`config.mk`:
```
export PLATFORM = sky130hd
export DESIGN_NAME = uart_tx_fifo
export DESIGN_NICKNAME = d
export VERILOG_FILES = /design/src/rtl/uart_tx_fifo.sv
export SDC_FILE = /design/constraint.sdc
export NUM_CORES = 1
export LEC_CHECK = 0
export ABC_AREA = 0
export CAP_MARGIN = 20
export CORE_UTILIZATION = 50
export CTS_BUF_LIST = sky130_fd_sc_hd__clkbuf_2
export DETAILED_ROUTE_END_ITERATION = 7
export GPL_TIMING_DRIVEN = 0
export PLACE_DENSITY = 0.73
export SYNTH_ARGS = -nofsm -noshare
export SYNTH_HDL_FRONTEND = slang
export SYNTH_SLANG_ARGS = --single-unit
```
`constraint.sdc`:
```
create_clock -name clk -period 7.75 [get_ports clk]
set_clock_uncertainty 0.15 [all_clocks]
set_input_delay 1.55 -clock clk [delete_from_list [all_inputs] [get_ports clk]]
set_output_delay 1.55 -clock clk [all_outputs]
set_load 0.01 [all_outputs]
```
`src/rtl/uart_tx_fifo.sv`:
```
`default_nettype none
// ============================================================================
// Module      : uart_tx_fifo
// Description : Buffered UART transmitter. Bytes written on the parallel
//               port are queued in a circular FIFO and serialised on txd as
//               start + 8 data bits (LSB first) + optional parity + stop.
//               The bit period comes from an internal down-counter running
//               on the system clock.
// Ports       : clk      - system clock, rising edge
//               rst      - synchronous active-high reset
//               wr_en    - write strobe, accepted when FIFO is not full
//               wr_data  - byte to transmit
//               full     - FIFO holds 2^DEPTH_LOG2 entries
//               empty    - FIFO holds no entries
//               count    - FIFO occupancy (frame in flight not counted)
//               overflow - sticky: a write was attempted while full
//               busy     - a frame is on the line
//               txd      - serial output, idles high
// Revision    : 1.0 - initial release
// ============================================================================
module uart_tx_fifo #(
    parameter int CLKDIV     = 5208,
    parameter bit PARITYEN   = 1'b1,
    parameter bit PARITYMODE = 1'b1,
    parameter int DEPTH_LOG2 = 4
) (
    input  logic                  clk,
    input  logic                  rst,
    input  logic                  wr_en,
    input  logic [7:0]            wr_data,
    output logic                  full,
    output logic                  empty,
    output logic [DEPTH_LOG2:0]   count,
    output logic                  overflow,
    output logic                  busy,
    output logic                  txd
);

    localparam int                  c_depth      = 1 << DEPTH_LOG2;
    localparam logic [DEPTH_LOG2:0] c_full_count = (DEPTH_LOG2 + 1)'(c_depth);
    localparam logic [15:0]         c_bit_reload = 16'(CLKDIV - 1);

    typedef enum logic [2:0] {
        S_IDLE   = 3'd0,
        S_START  = 3'd1,
        S_DATA   = 3'd2,
        S_PARITY = 3'd3,
        S_STOP   = 3'd4
    } state_t;

    state_t                  r_state;
    state_t                  w_state_nxt;

    logic [7:0]              r_mem [c_depth];
    logic [DEPTH_LOG2-1:0]   r_wr_ptr;
    logic [DEPTH_LOG2-1:0]   r_rd_ptr;
    logic [DEPTH_LOG2:0]     r_count;
    logic                    r_overflow;

    logic [7:0]              r_shift;
    logic [2:0]              r_bit_idx;
    logic                    r_parity;
    logic [15:0]             r_bit_cnt;
    logic                    r_txd;
    logic                    r_busy;

    logic                    w_full;
    logic                    w_empty;
    logic                    w_push;
    logic                    w_pop;
    logic                    w_bit_end;
    logic                    w_txd_bit;

    assign w_full    = (r_count == c_full_count);
    assign w_empty   = (r_count == '0);
    // A pop in the same cycle never makes room for a write while full.
    assign w_push    = wr_en && !w_full;
    assign w_bit_end = (r_state != S_IDLE) && (r_bit_cnt == '0);

    // ------------------------------------------------------------------
    // FSM: state register
    // ------------------------------------------------------------------
    always_ff @(posedge clk) begin
        if (rst) begin
            r_state <= S_IDLE;
        end else begin
            r_state <= w_state_nxt;
        end
    end

    // ------------------------------------------------------------------
    // FSM: next state, pop request and line level for the current bit
    // ------------------------------------------------------------------
    always_comb begin
        w_state_nxt = r_state;
        w_pop       = 1'b0;
        w_txd_bit   = 1'b1;
        case (r_state)
            S_IDLE: begin
                if (!w_empty) begin
                    w_pop       = 1'b1;
                    w_state_nxt = S_START;
                end
            end
            S_START: begin
                w_txd_bit = 1'b0;
                if (w_bit_end) begin
                    w_state_nxt = S_DATA;
                end
            end
            S_DATA: begin
                w_txd_bit = r_shift[0];
                if (w_bit_end && (r_bit_idx == 3'd7)) begin
                    w_state_nxt = PARITYEN ? S_PARITY : S_STOP;
                end
            end
            S_PARITY: begin
                w_txd_bit = r_parity;
                if (w_bit_end) begin
                    w_state_nxt = S_STOP;
                end
            end
            S_STOP: begin
                // Chain straight into the next start bit when data is waiting.
                if (w_bit_end) begin
                    if (!w_empty) begin
                        w_pop       = 1'b1;
                        w_state_nxt = S_START;
                    end else begin
                        w_state_nxt = S_IDLE;
                    end
                end
            end
            default: begin
                w_state_nxt = S_IDLE;
            end
        endcase
    end

    // ------------------------------------------------------------------
    // FIFO storage (no reset needed on the data array)
    // ------------------------------------------------------------------
    always_ff @(posedge clk) begin
        if (w_push) begin
            r_mem[r_wr_ptr] <= wr_data;
        end
    end

    // ------------------------------------------------------------------
    // FIFO pointers, occupancy and sticky overflow
    // ------------------------------------------------------------------
    always_ff @(posedge clk) begin
        if (rst) begin
            r_wr_ptr   <= '0;
            r_rd_ptr   <= '0;
            r_count    <= '0;
            r_overflow <= 1'b0;
        end else begin
            if (w_push) begin
                r_wr_ptr <= r_wr_ptr + 1'b1;
            end
            if (w_pop) begin
                r_rd_ptr <= r_rd_ptr + 1'b1;
            end
            if (w_push && !w_pop) begin
                r_count <= r_count + 1'b1;
            end else if (!w_push && w_pop) begin
                r_count <= r_count - 1'b1;
            end
            if (wr_en && w_full) begin
                r_overflow <= 1'b1;
            end
        end
    end

    // ------------------------------------------------------------------
    // Serialiser datapath and registered line outputs
    // ------------------------------------------------------------------
    always_ff @(posedge clk) begin
        if (rst) begin
            r_shift   <= '0;
            r_bit_idx <= '0;
            r_parity  <= 1'b0;
            r_bit_cnt <= '0;
            r_txd     <= 1'b1;
            r_busy    <= 1'b0;
        end else begin
            r_txd  <= w_txd_bit;
            r_busy <= (r_state != S_IDLE);
            if (w_pop) begin
                // Parity is latched from the popped byte so later FIFO
                // traffic cannot disturb the frame in flight.
                r_shift   <= r_mem[r_rd_ptr];
                r_parity  <= (^r_mem[r_rd_ptr]) ^ PARITYMODE;
                r_bit_idx <= '0;
                r_bit_cnt <= c_bit_reload;
            end else if (r_state != S_IDLE) begin
                if (w_bit_end) begin
                    r_bit_cnt <= c_bit_reload;
                    if (r_state == S_DATA) begin
                        r_shift   <= r_shift >> 1;
                        r_bit_idx <= r_bit_idx + 1'b1;
                    end
                end else begin
                    r_bit_cnt <= r_bit_cnt - 1'b1;
                end
            end
        end
    end

    assign full     = w_full;
    assign empty    = w_empty;
    assign count    = r_count;
    assign overflow = r_overflow;
    assign busy     = r_busy;
    assign txd      = r_txd;

endmodule
`default_nettype wire

```
==> results.sh, run 1 <==
export IMPL_dp_hpwl_um=9340
export IMPL_cts_buffer_depth=2
export IMPL_slew_headroom=0.447
export IMPL_fin_cells=731
export IMPL_cp_top_family="buffers and inverters"
export IMPL_final_util=0.560
export IMPL_grt_pass1_vias=4112
export IMPL_synth_area_leader_cell="edfxtp_1"
export IMPL_synth_ff_type="edfxtp_1"
export IMPL_yosysSeqAreaShare=0.659
export IMPL_final_nets=559
export IMPL_clk_latency_ns=0.74
export IMPL_ys_seq_elements=179
export IMPL_clockRootBuffer="clkbuf_2"
export IMPL_max_stage_delay_ns=0.61
export IMPL_netlist_area_um2=7380
export IMPL_power_leakage_nw=2.72
export IMPL_via_per_inst=5.65
export IMPL_power_mw=2.58
export IMPL_cts_setup_buffers=0
export IMPL_synth_area_per_cell_um2=15.0
export IMPL_placed_cells=699
export IMPL_drc=0
export IMPL_ir_worst_vdd_v=0.000183
export IMPL_tightest_slew_ns=0.827
export IMPL_maxCapViolCount=0
export IMPL_start_kind="flip-flop"
export IMPL_critical_path_slowest_cell="clkdlybuf4s50_1"
export IMPL_async_flop_share=0
export IMPL_fp_dieH_um=123
export IMPL_wl_um=13800
export IMPL_yosys_area_top_type_share=0.521
export IMPL_area_growth_pct=9.97
export IMPL_core_area_um2=14500
export IMPL_antenna_found_initial=0
export IMPL_io_pins=21
export IMPL_yosysWarnings=0
export IMPL_worst_ep_required_time_ns=6.05
export IMPL_finalCritPeriodShare=0.553
export IMPL_fillers=1142
export IMPL_vias=4128
export IMPL_status="complete, no violations"
export IMPL_period_needed_ns=4.29
export IMPL_layout_drive_gt1_share=0.161
export IMPL_rsz0062_at_grt="no"
export IMPL_ctsResizeCount=0
export IMPL_routabilityCongestion=0.821
export IMPL_worstSetupPathType="reg2out"
export IMPL_hold_viol=0
export IMPL_grt_pass1_wl_um=21800
export IMPL_detail_route_first_pass_iterations=4
export IMPL_track_usage=0.201
export IMPL_min_path_type="reg2reg"
export IMPL_seqCellArea_um2=4860
export IMPL_crit_path_max_fanout=6
export IMPL_die_w_um=123
export IMPL_gr_total_overflow=0
export IMPL_yosys_cell_types_count=49
export IMPL_dieArea_um2=15200
export IMPL_num_antenna_cells=0
export IMPL_multi_input_area_um2=2380
export IMPL_clock_sinks=179
export IMPL_critPathBufInv=2
export IMPL_synth_fp_nets=516
export IMPL_placementRows=44
export IMPL_cts_tree="built"
export IMPL_initial_core_util=0.510
export IMPL_drv_slew=0
export IMPL_grt_max_degree=18
export IMPL_synth_area_leaders="edfxtp_1 52%, dfxtp_1 14%, mux4_2 9.8%"
export IMPL_holdWs_ns=0.351
export IMPL_arrival_ns=2.59
export IMPL_htreeDepth=4
export IMPL_cts_buffers=17
export IMPL_postSynthCellCount=491
export IMPL_io_buffers=20
export IMPL_avgRoutedWirePerCell_um=18.8
export IMPL_synth_edff_count=128
export IMPL_path_clk_slew_ns=0.24
export IMPL_endpoint_kind="output pin"
export IMPL_cts_hold_buf=0
export IMPL_setup_viol=0
export IMPL_ant_nets=0
export IMPL_path_cells="nor4_1 > nor2b_1 > clkbuf_1 > clkdlybuf4s50_1"
export IMPL_fmax_mhz=233
export IMPL_first_iter_violations=403
export IMPL_power_density_nw_per_um2=318
export IMPL_tns_ns=0
## where the power goes
part | switching (mW) | total [mW] | internal (mW)
combinational | 0.467 | 0.880 | 0.414
clock | 0.334 | 0.527 | 0.193
sequential | 0.0608 | 1.17 | 1.11
## cell families after synthesis
kind of cell / count (synthesis) / synth area share
adder cells (fa/ha/maj): 14 / 0.0248
AO/OA/AOI/OAI: 47 / 0.0463
flip-flops: 179 / 0.659
buffers and inverters: 33 / 0.0183
AND/OR/NAND/NOR: 138 / 0.0924
multiplexers: 50 / 0.123
XOR/XNOR: 30 / 0.0356
## worst paths after layout
check	from	end	slack (ns)	cells after the start
worst max-delay path	count[0]	empty	3.46	4
worst max register to register	r_bit_cnt[2]	count[4]	3.68	14
worst min register to register	r_bit_cnt[0]	r_bit_cnt[0]	0.35	1
worst min-delay path	r_bit_cnt[0]	r_bit_cnt[0]	0.35	1
## per-layer routing
layer  part of all wire  vias up  routed length (um)  track usage
li1                   -     1945                   -            -
met5                  0        -                   0            0
met1               0.44     2069                6020        0.266
met3              0.053       13                 728       0.0475
met2               0.50      101                6850        0.332
met4              0.012        0                 160       0.0572
## registers in the layout (all words and copies together) (netlist names), named ones only
signal and cells:
busy 1, count 5, overflow 1, r_bit_cnt 16
r_bit_idx 3, r_mem 128, r_parity 1, r_rd_ptr 4
r_shift 8, r_state 3, r_wr_ptr 4, txd 1
## cells in the final DEF, fill, tap and decap left out, types with 3 or more instances in the layout
master and instances:
edfxtp_1 128, nor2_1 60, dfxtp_1 51, mux4_2 32, nand2_1 24, xnor2_1 20, clkdlybuf4s50_1 20, a22oi_1 18
clkbuf_2 18, clkbuf_1 17, a21oi_1 14, ha_1 13, nor3_1 12, mux2i_1 11, xor2_1 10, nor4_1 6
inv_1 6, or3_1 6, buf_1 5, mux2_2 5, nor2b_1 4, nand2b_1 4, buf_2 4, inv_6 4
a311oi_1 3, nand4_1 3, nand3_1 3, inv_8 3, bufinv_16 3, buf_4 3
## final cells by class
class,count,share of cell area
Sequential cell,179,0.600
Multi-Input combinational cell,279,0.293
Tap cell,184,0.0284
Timing Repair Buffer,24,0.0281
Clock inverter,14,0.0231
Buffer,26,0.0134
Clock buffer,18,0.0111
Inverter,7,0.00324
## metrics by stage
stage,setup slack (ns),area (um2)
2_1_floorplan,4.06,7380
3_3_place_gp,3.41,7810
3_5_place_dp,3.37,7840
4_1_cts,3.37,8110
5_1_grt,3.20,8110
6_report,3.46,8110
## Yosys cell counts, types with 3 or more instances
| master | n |
|---|---|
| a311oi_1 | 3 |
| nor2b_1 | 4 |
| clkbuf_1 | 17 |
| or3_1 | 6 |
| dfxtp_1 | 51 |
| nor2_1 | 60 |
| mux2_2 | 5 |
| ha_1 | 13 |
| buf_1 | 5 |
| edfxtp_1 | 128 |
| buf_2 | 3 |
| nor4_1 | 6 |
| mux2i_1 | 11 |
| xnor2_1 | 20 |
| nand4_1 | 3 |
| a22oi_1 | 18 |
| nand3_1 | 3 |
| nand2b_1 | 4 |
| inv_1 | 6 |
| nor3_1 | 12 |
| mux4_2 | 32 |
| xor2_1 | 10 |
| nand2_1 | 24 |
| a21oi_1 | 14 |
Power figures use the tool's default switching activity.
==> run 2, diff against run 1 <==
- clock period: 7.75 -> 4.3 ns (I/O delays scaled with it)
==> results of run 2 <==
Same layout as run 1 (identical final DEF). Status: complete, no violations.
Main changes from that run: setup slack after placement 3.37 ns -> 0.249 ns; setup slack after layout 3.46 ns -> 0.226 ns; start point of the critical path count[0] -> r_bit_cnt[2]; end point of the critical path empty -> count[4]; register-to-register setup slack 3.68 ns -> 0.23 ns; total power 2.58 mW -> 4.65 mW; worst IR drop on VDD 0.000183 V -> 0.000330 V
